## src/rtl/sram_seq_pkg.sv

```systemverilog
// Shared definitions for the SRAM access sequencer: packet layout, idle packet,
// FSM state encoding and the packet builder used in the ISSUE cycle.
package sram_seq_pkg;

    localparam int PKT_W       = 55;
    localparam int ENA_BIT     = 54;
    localparam int WEN_BIT     = 53;
    localparam int MASK_LSB    = 49;
    localparam int ADDR_LSB    = 41;
    localparam int WDATA_LSB   = 9;
    localparam int ENA_RO_BIT  = 8;
    localparam int ADDR_RO_LSB = 0;

    typedef logic [PKT_W-1:0] packet_t;

    // Both enables and the write enable are active-low, so "nothing happening"
    // means those three bits high and every other field zero.
    localparam packet_t IDLE_PKT = {1'b1, 1'b1, 4'h0, 8'h00, 32'h0000_0000, 1'b1, 8'h00};

    typedef enum logic [2:0] {
        IDLE,
        ISSUE,
        WAIT,
        RESP,
        WRDONE,
        GAP
    } state_t;

    // The RO port ignores the write enable; RW reads leave mask and data at zero.
    function automatic packet_t build_packet(
        input logic       we,
        input logic       port,
        input logic [7:0] addr,
        input logic [31:0] wdata,
        input logic [3:0] wmask
    );
        packet_t pkt;
        pkt = IDLE_PKT;
        if (port) begin
            pkt[ENA_RO_BIT]          = 1'b0;
            pkt[ADDR_RO_LSB +: 8]    = addr;
        end else begin
            pkt[ENA_BIT]             = 1'b0;
            pkt[ADDR_LSB +: 8]       = addr;
            if (we) begin
                pkt[WEN_BIT]         = 1'b0;
                pkt[MASK_LSB +: 4]   = wmask;
                pkt[WDATA_LSB +: 32] = wdata;
            end
        end
        return pkt;
    endfunction

endpackage

```

## src/rtl/sram_access_sequencer_arb.sv

```systemverilog
// Two-way round-robin arbiter. Holds the previous winner so that, when both
// requesters are valid, the one that did not win last time goes first.
module rr_arb2 (
    input  logic clk_in,
    input  logic rst,
    input  logic idle_i,
    input  logic valid0_i,
    input  logic valid1_i,
    output logic grant_o,
    output logic ready0_o,
    output logic ready1_o
);

    logic last_grant_q;
    logic last_grant_d;

    // Choose this cycle's winner from the live valids; ready only while idle and not in reset
    always_comb begin
        grant_o = 1'b0;
        if (valid0_i && valid1_i) begin
            grant_o = ~last_grant_q;
        end else if (valid1_i) begin
            grant_o = 1'b1;
        end
        ready0_o     = !rst && idle_i && valid0_i && !grant_o;
        ready1_o     = !rst && idle_i && valid1_i && grant_o;
        last_grant_d = last_grant_q;
        if (ready0_o || ready1_o) begin
            last_grant_d = grant_o;
        end
    end

    // Remember the last accepted requester; starts at 1 so requester 0 wins the first tie
    always_ff @(posedge clk_in) begin
        if (rst) begin
            last_grant_q <= 1'b1;
        end else begin
            last_grant_q <= last_grant_d;
        end
    end

endmodule

```

## src/rtl/sram_access_sequencer.sv

```systemverilog
// Sequences single outstanding accesses to the two test-chip SRAM macros:
// arbitrates the two requesters, drives the access packet for one cycle,
// waits out the read pipeline and returns the captured word in issue order.
module sram_access_sequencer #(
    parameter int unsigned RD_LAT = 4,
    parameter int unsigned WR_GAP = 2
) (
    input  logic        clk_in,
    input  logic        rst,
    input  logic        req0_valid_i,
    output logic        req0_ready_o,
    input  logic        req0_we_i,
    input  logic        req0_port_i,
    input  logic        req0_sram_i,
    input  logic [7:0]  req0_addr_i,
    input  logic [31:0] req0_wdata_i,
    input  logic [3:0]  req0_wmask_i,
    input  logic        req1_valid_i,
    output logic        req1_ready_o,
    input  logic        req1_we_i,
    input  logic        req1_port_i,
    input  logic        req1_sram_i,
    input  logic [7:0]  req1_addr_i,
    input  logic [31:0] req1_wdata_i,
    input  logic [3:0]  req1_wmask_i,
    output logic        rsp_valid_o,
    output logic        rsp_id_o,
    output logic [31:0] rsp_rdata_o,
    output logic [54:0] packet_o,
    output logic        chip_select_o,
    input  logic [31:0] rd_data_i,
    output logic        busy_o
);
    import sram_seq_pkg::*;

    localparam logic [3:0] RD_LOAD  = 4'(RD_LAT - 1);
    localparam logic [3:0] GAP_LOAD = 4'(WR_GAP);

    state_t      state_q, state_d;
    logic [3:0]  cnt_q, cnt_d;
    logic        grant;
    logic        accept;
    logic        is_write;

    logic        owner_q;
    logic        we_q;
    logic        port_q;
    logic [7:0]  addr_q;
    logic [31:0] wdata_q;
    logic [3:0]  wmask_q;
    logic        cs_q;
    logic [31:0] rdata_q;

    rr_arb2 u_arb (
        .clk_in   (clk_in),
        .rst      (rst),
        .idle_i   (state_q == IDLE),
        .valid0_i (req0_valid_i),
        .valid1_i (req1_valid_i),
        .grant_o  (grant),
        .ready0_o (req0_ready_o),
        .ready1_o (req1_ready_o)
    );

    assign accept   = (req0_valid_i && req0_ready_o) || (req1_valid_i && req1_ready_o);
    assign is_write = we_q && !port_q;

    // Latch the winning request; chip_select follows it and then holds until the next acceptance
    always_ff @(posedge clk_in) begin
        if (rst) begin
            owner_q <= 1'b0;
            we_q    <= 1'b0;
            port_q  <= 1'b0;
            addr_q  <= 8'h00;
            wdata_q <= 32'h0;
            wmask_q <= 4'h0;
            cs_q    <= 1'b0;
        end else if (accept) begin
            owner_q <= grant;
            if (grant) begin
                we_q    <= req1_we_i;
                port_q  <= req1_port_i;
                addr_q  <= req1_addr_i;
                wdata_q <= req1_wdata_i;
                wmask_q <= req1_wmask_i;
                cs_q    <= req1_sram_i;
            end else begin
                we_q    <= req0_we_i;
                port_q  <= req0_port_i;
                addr_q  <= req0_addr_i;
                wdata_q <= req0_wdata_i;
                wmask_q <= req0_wmask_i;
                cs_q    <= req0_sram_i;
            end
        end
    end

    // Capture the returned word in the last cycle of the read wait
    always_ff @(posedge clk_in) begin
        if (rst) begin
            rdata_q <= 32'h0;
        end else if (state_q == WAIT && cnt_q == 4'd0) begin
            rdata_q <= rd_data_i;
        end
    end

    // FSM state and shared wait/gap counter
    always_ff @(posedge clk_in) begin
        if (rst) begin
            state_q <= IDLE;
            cnt_q   <= 4'd0;
        end else begin
            state_q <= state_d;
            cnt_q   <= cnt_d;
        end
    end

    // Next-state logic; the counter reaching zero ends both the read wait and the write gap
    always_comb begin
        state_d = state_q;
        cnt_d   = cnt_q;
        unique case (state_q)
            IDLE: begin
                if (accept) begin
                    state_d = ISSUE;
                end
            end
            ISSUE: begin
                if (is_write) begin
                    state_d = WRDONE;
                end else begin
                    state_d = WAIT;
                    cnt_d   = RD_LOAD;
                end
            end
            WAIT: begin
                if (cnt_q == 4'd0) begin
                    state_d = RESP;
                end else begin
                    cnt_d = cnt_q - 4'd1;
                end
            end
            RESP: begin
                state_d = IDLE;
            end
            WRDONE: begin
                if (WR_GAP == 0) begin
                    state_d = IDLE;
                end else begin
                    state_d = GAP;
                    cnt_d   = GAP_LOAD;
                end
            end
            GAP: begin
                if (cnt_q <= 4'd1) begin
                    state_d = IDLE;
                    cnt_d   = 4'd0;
                end else begin
                    cnt_d = cnt_q - 4'd1;
                end
            end
            default: begin
                state_d = IDLE;
                cnt_d   = 4'd0;
            end
        endcase
    end

    // Outputs decoded from the registered state; the packet is live only during ISSUE
    always_comb begin
        packet_o = IDLE_PKT;
        if (state_q == ISSUE) begin
            packet_o = build_packet(we_q, port_q, addr_q, wdata_q, wmask_q);
        end
        rsp_valid_o   = (state_q == RESP) || (state_q == WRDONE);
        rsp_id_o      = owner_q;
        rsp_rdata_o   = (state_q == RESP) ? rdata_q : 32'h0;
        chip_select_o = cs_q;
        busy_o        = (state_q != IDLE);
    end

endmodule

```

## config.mk

```make
export PLATFORM = sky130hd
export DESIGN_NAME = sram_access_sequencer
export DESIGN_NICKNAME = d
export VERILOG_FILES = /design/src/rtl/sram_seq_pkg.sv /design/src/rtl/sram_access_sequencer_arb.sv /design/src/rtl/sram_access_sequencer.sv
export SDC_FILE = /design/constraint.sdc
export NUM_CORES = 1
export LEC_CHECK = 0
export ABC_AREA = 0
export BUFFER_PORTS_ARGS = -buffer_cell sky130_fd_sc_hd__buf_2
export CORE_ASPECT_RATIO = 2
export CORE_MARGIN = 5
export CORE_UTILIZATION = 48
export CTS_BUF_LIST = sky130_fd_sc_hd__clkbuf_8
export DETAILED_ROUTE_END_ITERATION = 10
export PLACE_DENSITY = 0.88
export SLEW_MARGIN = 40
export SYNTH_ARGS = -nofsm -noshare
export SYNTH_HDL_FRONTEND = slang
export SYNTH_SLANG_ARGS = --single-unit
```

## constraint.sdc

```tcl
create_clock -name clk_in -period 1.91 [get_ports clk_in]
set_input_delay 0.0955 -clock clk_in [delete_from_list [all_inputs] [get_ports clk_in]]
set_output_delay 0.0955 -clock clk_in [all_outputs]
set_load 0.05 [all_outputs]
```

==> results by group <==
Clocking
  – TritonCTS clock tree: yes
  – Clock Latency Late Sink: about 360 ps
  – Clock Tree Root: clkbuf_8
  – Clk buf depth: 2
  – Sinks on Clock Net: a little under 90
  – Setup Buffers After CTS: 0
  – Clock-pin slew on the worst setup and hold paths: roughly 90 ps
  – H-Tree Depth: 3
  – TritonCTS buffer count: 9

Routing
  – DRC Markers: 0
  – Antenna-violating nets left: 0
  – DR WL met3: about 1.1 mm
  – DRT iter0 DRCs: 223
  – TritonRoute pass-1 iters: 5
  – Vias per cell: approximately 5.5
  – M1 WL: between 4 and 5 mm
  – WL final: 14.7 mm
  – Metal2 WL: just under 8 mm
  – Routed vias: just under 5k
  – Max layer used: met4
  – Wire per inst: approximately 17 um

Global routing
  – Initial antenna violation count: 0
  – First-pass GRT wire length: ~22 mm
  – Overflow after GRT: 0
  – GRT Total Usage: roughly 24%
  – Largest net degree at the start of global routing: 56
  – Vias in the first global route: around 4.9k

Timing
  – Final Hold Vio Count: 0
  – Slew @ Worst Pin: between 600 and 700 ps
  – Skew final: about 9.3 ps
  – Final critical-path share of the clock period: about 96%
  – F_max: roughly 550 MHz
  – Min cycle time layout: roughly 1800 ps
  – Slew Limit Fails: 0
  – Fin Setup TNS: 0 ps
  – RSZ-0062 raised after global routing: true
  – WHS: between 20 and 30 ps
  – Final setup viols: 0
  – Slew Limit Headroom: 54.5%

Synthesis
  – #FFs+latches synth: 88
  – Leading area contributor after synthesis: dfxtp_1
  – Area contributors post-synth: dfxtp_1, and2_1, mux2i_1, nand2_1, a211oi_2
  – Netlist cell types: 44
  – Number of enable flip-flop cells after synthesis: 0
  – Seq/Total Area, Yosys: between 30 and 40%
  – Syn_nets: 661
  – Top cell type's share of synthesized area: around two fifths
  – Synth warn: 0
  – Ys async rst share: 0%
  – Synth Cell Area: between 4000 and 5000 um2
  – Syn_area_per_cell: 8.56 um2
  – Primary FF master, synth: dfxtp_1
  – Cells after Synth: between 500 and 600

Min path
  – Worst min path class: input port to flop
  – Hold path startpoint: req1_valid_i

Placement
  – IO Port Bufs: between 200 and 250
  – Placed insts: roughly 830
  – Final RePlAce weighted congestion: 0.814
  – DPL Wire Length: around 10 mm

Final layout
  – Layout cells sized above 1: about two fifths
  – Area grow syn2layout: 44.3%
  – Fillers: about 680
  – Final nets: 899
  – Post-route core utilization: a little over two thirds
  – Non-filler instance count after layout: 877

Status
  – Outcome: complete, no violations

Power
  – Pleak: 2.99 nW
  – Worst IR Drop VDD: between 0.5 and 0.6 mV
  – PD cells: 702 nW/um2

Die
  – Row cnt: 50
  – Die X: ~79 um
  – I/O Pins: roughly 220
  – Starting Density: between 40% and 50%
  – Die Area: 11,600 um2
  – Core box area: about 9300 um2
  – Die Height: 147 um

Setup path
  – Worst endpoint required time: between 1500 and 2000 ps
  – Crit Path Max Fanout: 18
  – CP Capture Type: primary output
  – Cells along the critical path: and2b_2, nand2_2, nor2_4, clkbuf_16, and2_1, buf_6
  – Worst path slowest cell: dfxtp_2
  – Crit-path max cell delay: around 350 ps
  – Critical path type: flop to primary output
  – Arrival time at the worst endpoint: 1740 ps
  – Reg-to-Reg Start: cnt_q[0]$_SDFFE_PP0P_
  – Worst Setup SP: state_q[1]$_SDFFE_PP0P_
  – Crit path launch type: flop

Flow run
  – Max Cap Violations: 0
cell usage after synthesis (2+ instances only):
master    instances
a211oi_1         27
a211oi_2         20
a21o_1            3
a21oi_1          36
a311oi_1          2
and2_1           78
and3_1           10
buf_2            16
buf_4             4
buf_6             6
clkbuf_1         18
dfxtp_1          88
ha_1              2
inv_1             9
mux2i_1          47
nand2_1          72
nand3_1           2
nor2_1           54
nor2b_1           3
nor3_1            3
nor3b_2           2
o211ai_1          4
o311ai_0          2
layout by cell type (no fill, tap or decap), types with 27 or more instances in the layout:
master,instances
mux2i_1,47
a211oi_1,27
buf_2,168
nand2_1,71
dlygate4sd3_1,33
nor2_1,53
a21oi_1,36
dfxtp_1,85
buf_6,27
and2_1,75
path summary, 6_finish.rpt:
| kind | endpoint | slack, ps | cells past startpoint |
|---|---|---|---|
| setup / recovery | packet_o[10] | 80 | 6 |
| hold / removal | u_arb.last_grant_q$_SDFFE_PP1P_ | 30 | 3 |
| setup reg to reg | cnt_q[1]$_SDFFE_PP0P_ | 90 | 6 |
| hold reg to reg | rdata_q[10]$_SDFFE_PP0P_ | 450 | 2 |
layout make-up:
| cell class | count | area (um2) | area share [%] |
|---|---|---|---|
| diodes | 1 | 2.50 | 0.0383 |
| clock buffers | 10 | 138 | 2.11 |
| clock inverters | 6 | 36.3 | 0.555 |
| inverters | 10 | 37.5 | 0.574 |
| multi-input cells | 387 | 2540 | 38.9 |
| flip-flops and latches | 88 | 1770 | 27.0 |
| well taps | 104 | 130 | 1.99 |
| repair buffers | 271 | 1890 | 28.9 |
sequential cells by signal, indices dropped and copies added, names as in the netlist:
signal              count
state_q                 3
cnt_q                   4
rdata_q                32
wdata_q                32
addr_q                  8
port_q                  1
rsp_id_o                1
chip_select_o           1
wmask_q                 4
u_arb.last_grant_q      1
we_q                    1
metrics by stage:
step	setup slack [ps]	total power [mW]	area, um2
after CTS	-0.734	4.58	6340
after global routing	-15.2	4.83	6530
after floorplan	152	3.00	4540
after detailed placement	57.0	3.36	5730
after global placement	117	3.29	5730
final	78.5	4.59	6540
kinds of logic after synthesis:
family | count (synthesis) | synth area share [%]
and+or+nand+nor | 234 | 26.1
buffers and inverters | 54 | 6.24
AOI/OAI and AO/OA | 104 | 17.9
muxes | 47 | 10.4
adders and majority gates | 2 | 0.553
DFF | 88 | 38.9
layer usage:
layer,vias to the layer above,global-route usage [%]
met4,0,15.1
met1,2219,22.3
met3,69,6.69
met5,-,0
met2,238,45.2
li1,2285,-
power by group:
group          switching, mW  internal (mW)  total [mW]
Clock                  0.665          0.502        1.17
Combinational          0.746          0.536        1.28
Sequential             0.112           2.03        2.14
repair_timing:
| action | in CTS | in global routing |
|---|---|---|
| gates cloned | 0 | 1 |
| gates resized for setup | 41 | 53 |
| endpoints found under the hold margin | 35 | 0 |
| setup endpoints to repair | 84 | 89 |
| pin swaps | 0 | 1 |
| hold buffers | 33 | 0 |
worst max-delay path: cells and delay by family (launching register included):
kind	cells	cell delay [ps]
buffers and inverters	2	360
flip-flops	1	350
AND/OR/NAND/NOR	4	660
Note: power is estimated with default switching activity, not from simulation.
